===== config.mk =====
export PLATFORM = sky130hd
export DESIGN_NAME = frame_window_packer
export DESIGN_NICKNAME = d
export VERILOG_FILES = /design/src/rtl/frame_window_packer.sv
export SDC_FILE = /design/constraint.sdc
export NUM_CORES = 1
export LEC_CHECK = 0
export ABC_AREA = 1
export BUFFER_PORTS_ARGS = -buffer_cell sky130_fd_sc_hd__buf_2
export CORE_ASPECT_RATIO = 1.5
export CORE_MARGIN = 1.5
export CORE_UTILIZATION = 66
export DETAILED_ROUTE_END_ITERATION = 10
export PLACE_DENSITY = 0.95
export SYNTH_ARGS = -nofsm -noshare
export SYNTH_HDL_FRONTEND = slang
export SYNTH_SLANG_ARGS = --single-unit

===== constraint.sdc =====
create_clock -name i_Clk -period 5.47 [get_ports i_Clk]
set_input_delay 1.094 -clock i_Clk [delete_from_list [all_inputs] [get_ports i_Clk]]
set_output_delay 1.094 -clock i_Clk [all_outputs]
set_load 0.01 [all_outputs]

===== src/rtl/frame_window_packer.sv =====
// Captures one frame of 2-bit pixels inside a rectangular scan window, packs 16 pixels
// per 32-bit word and buffers the words in a first-word-fall-through FIFO for a host.
module frame_window_packer #(
    parameter int WIN_X0     = 16,
    parameter int WIN_Y0     = 0,
    parameter int WIN_W      = 256,
    parameter int WIN_H      = 256,
    parameter int FIFO_DEPTH = 8
) (
    input  logic        i_Clk,
    input  logic        i_Reset,
    input  logic [9:0]  i_Row,
    input  logic [9:0]  i_Column,
    input  logic [1:0]  i_Pixel,
    input  logic        i_Pixel_Valid,
    input  logic        i_Arm,
    output logic [31:0] o_Word,
    output logic        o_Word_Valid,
    input  logic        i_Word_Ready,
    output logic        o_Busy,
    output logic        o_Frame_Done,
    output logic        o_Overflow,
    output logic [15:0] o_Word_Count
);

    localparam int          AW          = $clog2(FIFO_DEPTH);
    localparam logic [15:0] FRAME_WORDS = 16'(WIN_W * WIN_H / 16);

    localparam logic [1:0] ST_IDLE     = 2'd0;
    localparam logic [1:0] ST_WAIT_SOF = 2'd1;
    localparam logic [1:0] ST_CAPTURE  = 2'd2;

    logic [1:0]  state;
    logic [31:0] sr;
    logic [3:0]  pix_cnt;
    logic [15:0] word_count;
    logic        frame_done;
    logic        overflow;

    logic [31:0] mem [FIFO_DEPTH];
    logic [AW:0] wr_ptr;
    logic [AW:0] rd_ptr;
    logic [31:0] hold_word;

    // An 11-bit offset below the window origin underflows to >= 1025, so a single
    // unsigned compare covers both window edges without wrap.
    logic [10:0] row_off;
    logic [10:0] col_off;
    logic        in_win;
    logic        sof;

    assign row_off = {1'b0, i_Row} - 11'(WIN_Y0);
    assign col_off = {1'b0, i_Column} - 11'(WIN_X0);
    assign in_win  = i_Pixel_Valid && (row_off < 11'(WIN_H)) && (col_off < 11'(WIN_W));
    assign sof     = in_win && (i_Row == 10'(WIN_Y0)) && (i_Column == 10'(WIN_X0));

    logic        shift_en;
    logic        word_done;
    logic        last_word;
    logic [31:0] packed_word;

    assign shift_en    = ((state == ST_CAPTURE) && in_win) || ((state == ST_WAIT_SOF) && sof);
    assign word_done   = shift_en && (pix_cnt == 4'hF);
    assign packed_word = {sr[29:0], i_Pixel};
    assign last_word   = word_done && (word_count == FRAME_WORDS - 16'd1);

    logic fifo_empty;
    logic fifo_full;
    logic pop;
    logic push;
    logic drop;

    assign fifo_empty = (wr_ptr == rd_ptr);
    assign fifo_full  = (wr_ptr[AW] != rd_ptr[AW]) && (wr_ptr[AW-1:0] == rd_ptr[AW-1:0]);
    assign pop        = !fifo_empty && i_Word_Ready;
    // A pop frees the slot in the same cycle, so a full FIFO still accepts the push.
    assign push       = word_done && (!fifo_full || pop);
    assign drop       = word_done && fifo_full && !pop;

    // NOTE: sequential state uses non-blocking (<=) assignments so every register
    // samples the pre-edge values of the others, independent of statement order.
    always_ff @(posedge i_Clk or posedge i_Reset) begin
        if (i_Reset) begin
            state      <= ST_IDLE;
            sr         <= '0;
            pix_cnt    <= '0;
            word_count <= '0;
            frame_done <= 1'b0;
            overflow   <= 1'b0;
        end else begin
            frame_done <= last_word;
            case (state)
                ST_IDLE: begin
                    if (i_Arm) begin
                        state      <= ST_WAIT_SOF;
                        overflow   <= 1'b0;
                        word_count <= '0;
                        pix_cnt    <= '0;
                    end
                end
                ST_WAIT_SOF: if (sof) state <= ST_CAPTURE;
                ST_CAPTURE:  if (last_word) state <= ST_IDLE;
                default:     state <= ST_IDLE;
            endcase
            if (shift_en) begin
                sr      <= packed_word;
                pix_cnt <= pix_cnt + 4'd1;
            end
            if (word_done) word_count <= word_count + 16'd1;
            if (drop)      overflow   <= 1'b1;
        end
    end

    always_ff @(posedge i_Clk or posedge i_Reset) begin
        if (i_Reset) begin
            wr_ptr    <= '0;
            rd_ptr    <= '0;
            hold_word <= '0;
        end else begin
            if (push) wr_ptr <= wr_ptr + 1'b1;
            if (pop) begin
                rd_ptr    <= rd_ptr + 1'b1;
                hold_word <= mem[rd_ptr[AW-1:0]];
            end
        end
    end

    // NOTE: the storage array is not reset; the pointers define which entries are
    // valid, and hold_word supplies the reset/held value of o_Word while empty.
    always_ff @(posedge i_Clk) begin
        if (push) mem[wr_ptr[AW-1:0]] <= packed_word;
    end

    assign o_Word       = fifo_empty ? hold_word : mem[rd_ptr[AW-1:0]];
    assign o_Word_Valid = !fifo_empty;
    assign o_Busy       = (state != ST_IDLE);
    assign o_Frame_Done = frame_done;
    assign o_Overflow   = overflow;
    assign o_Word_Count = word_count;

endmodule


==> flow_metrics.py <==
metrics = {
    "final_layout": {
        "nFillCells": 1227,
        "seq_area_um2": 10000,
        "multiInputGateArea_um2": 3990,
        "drive_above_1_share_pct": 12.1,
        "fin_nets": 1423,
        "syn_to_final_growth_pct": 10.8,
        "antenna_cells": 0,
        "design_area_um2": 16200,
    },
    "cts": {
        "root_buffer": "clkbuf_16",
        "htreeDepth": 1,
        "clkLatencyLatePin_ps": 560,
        "clk_pin_slew_worst_paths_ps": 70,
        "cts_buffers": 30,
        "cts_setup_buffers": 0,
        "tritoncts_num_sinks": 350,
        "cts_hold_buf": 0,
        "post_cts_resized": 0,
        "clock_path_buffers": 3,
        "cts_tree": "done",
    },
    "critical_path": {
        "cp-start-kind": "flop",
        "criticalPathCategory": "flop to output pin",
        "critPathRequiredTime_ps": 4380,
        "arrival_ps": 3130,
        "cp_max_fo": 67,
        "r2r_end": "mem[2][17]",
        "r2r_slack_ps": 2320,
        "r2r_start": "rd_ptr[1]",
        "r2r_cells": 6,
        "end_kind": "output pin",
    },
    "synth": {
        "syn_nets": 1378,
        "synth_top_area_share_pct": 52.6,
        "synthesis.area_um2": 14600,
        "synth_area_leader_cell": "edfxtp_1",
        "synthFlopType": "edfxtp_1",
        "yosys_register_bits": 350,
        "syn_inst": 1347,
        "synth_common_cells": "nand2_1, edfxtp_1, nor2_1, o21ai_1, dfrtp_1",
        "yosysSeqAreaShare_pct": 68.7,
        "yosysUniqueCellTypes": 34,
        "ys_top_cells_by_area": "edfxtp_1, dfrtp_1, nand2_1",
        "ys_warn_count": 0,
        "yosysMostFrequentCell": "nand2_1",
        "postSynth.asyncResetShare_pct": 26.9,
        "syn_area_per_cell_um2": 10.9,
        "synth_edf_count": 256,
    },
    "job": {
        "drv_cap": 0,
    },
    "floorplanning": {
        "rows": 66,
        "die_h_um": 185,
        "fp.dieW_um": 125,
        "initial_core_util_pct": 67.3,
        "pin_count": 79,
        "dieArea_um2": 23100,
        "core-area_um2": 21700,
    },
    "sta": {
        "fin_skew_ps": 15.6,
        "hold_viol": 0,
        "finalSetupTns_ps": 0,
        "slew_violations": 0,
        "fin_crit_ps": 4220,
        "tightest_slew_ps": 1260,
        "rsz0062_at_grt": "false",
        "fin_crit_sh_pct": 77.2,
        "max_freq_mhz": 237,
        "slew_headroom_pct": 15.7,
        "setup_violations": 0,
    },
    "grt": {
        "grt_pass1_vias": 10700,
        "grt_max_degree": 84,
        "grt_antenna_before_repair": 0,
        "grt_usage_pct": 30.0,
        "grt_overflow": 0,
        "grt_pass1_wl_mm": 54.3,
    },
    "power": {
        "powerDensity_nw_per_um2": 484,
        "p_leak_nw": 6.79,
        "peakVddDrop_uv": 272,
    },
    "drt": {
        "vias": 10700,
        "wire_per_inst_um": 20.6,
        "drc": 0,
        "drtIter0Drc": 1589,
        "vias_per_cell": 6.33,
        "first_pass_iters": 6,
        "wirelength_mm": 34.8,
        "ant_nets": 0,
    },
    "placed_design": {
        "hpwlAfterDp_mm": 19.5,
        "post_dp_cell_area_um2": 15100,
        "port_buffers": 78,
        "gp_congestion": 0.859,
    },
    "min_path": {
        "min_to": "o_Overflow",
        "hold_depth": 2,
        "hp-class": "flop to flop",
        "min_from": "o_Overflow",
    },
    "status": {
        "status": "complete, no violations",
    },
}
[through the flow]
step / cells / util [%] / setup WS (ps) / total power [mW] / hold WS (ps)
after floorplan: 1347 / - / 1680 / 4.79 / 471
after global placement: 1632 / 69.6 / 1800 / 5.35 / 488
after detailed placement: 1632 / 69.6 / 1670 / 5.47 / 496
after CTS: 1688 / 74.6 / 1290 / 7.80 / 513
after global routing: 1688 / 74.6 / 1170 / 8.18 / 535
final: 1688 / 74.6 / 1250 / 7.83 / 516
[final cells by class]
type	count	share of cell area, %
timing repair buffer	91	3.09
clock inverter	14	1.42
sequential	350	62.0
inverter	64	1.51
multi-input combinational	855	24.7
tap	272	2.10
clock buffer	42	5.23
[cell families after synthesis]
family	share of synthesized area, %
AOI/OAI and AO/OA	9.94
xor gates and xnor gates	0.770
adders and majority gates	0.342
buffers and inverters	4.43
DFF	68.7
and+or+nand+nor	15.8
[worst max-delay path: stages, from the launching register on]
cell and delay [ps]:
dfrtp_1 370, buf_4 620, nand2_1 180, a21oi_1 270
nand2_2 310, buf_4 390, o21ai_0 240, buf_2 170
[power by group]
part           switching, mW  internal, mW  total [mW]
registers             0.0487          2.94        2.99
clock network          0.947          1.37        2.31
logic                   1.73         0.800        2.54
[state kept, by name, indices dropped and copies added (netlist names)]
signal        flops
o_Overflow        1
wr_ptr            4
mem             256
o_Word_Count     16
hold_word        32
o_Frame_Done      1
pix_cnt           4
rd_ptr            4
sr               30
state             2
[worst max path at each step]
stage           startpoint         end  cells after the start
6_report         rd_ptr[1]  o_Word[10]                      7
3_3_place_gp   i_Column[2]  mem[2][17]                     10
2_1_floorplan  i_Column[2]   mem[0][0]                     10
3_5_place_dp   i_Column[2]  mem[2][17]                     10
4_1_cts          rd_ptr[1]  o_Word[10]                      7
5_1_grt          rd_ptr[1]  o_Word[10]                      7
[placed cells by master (no fill, tap or decap), types with 2 or more instances in the layout]
cell type,n
a21oi_1,2
nand4_2,2
or2_2,3
clkinvlp_4,2
nor2_4,9
nor3_1,6
o21ai_1,116
clkbuf_16,31
a31o_2,2
nand3_1,34
o21ai_2,4
ha_1,4
nand4_1,23
buf_2,78
clkinv_2,5
clkbuf_1,8
nor2_2,2
bufinv_16,6
o22ai_1,64
buf_4,12
edfxtp_1,256
clkbuf_8,3
xnor2_1,2
nand2_1,320
inv_1,61
nand3_2,2
nand2_2,4
xor2_1,9
nor2_1,160
o21ai_0,82
dfrtp_1,93
[per-layer routing]
metal | vias up | GRT usage [%] | share of wire [%]
met2 | 739 | 55.5 | 53
met4 | 0 | 13.7 | 3.3
met3 | 110 | 4.13 | 8.8
met5 | - | 0 | 0
met1 | 5106 | 34.5 | 35
li1 | 4734 | - | -
Note: power is estimated with default switching activity, not from simulation.
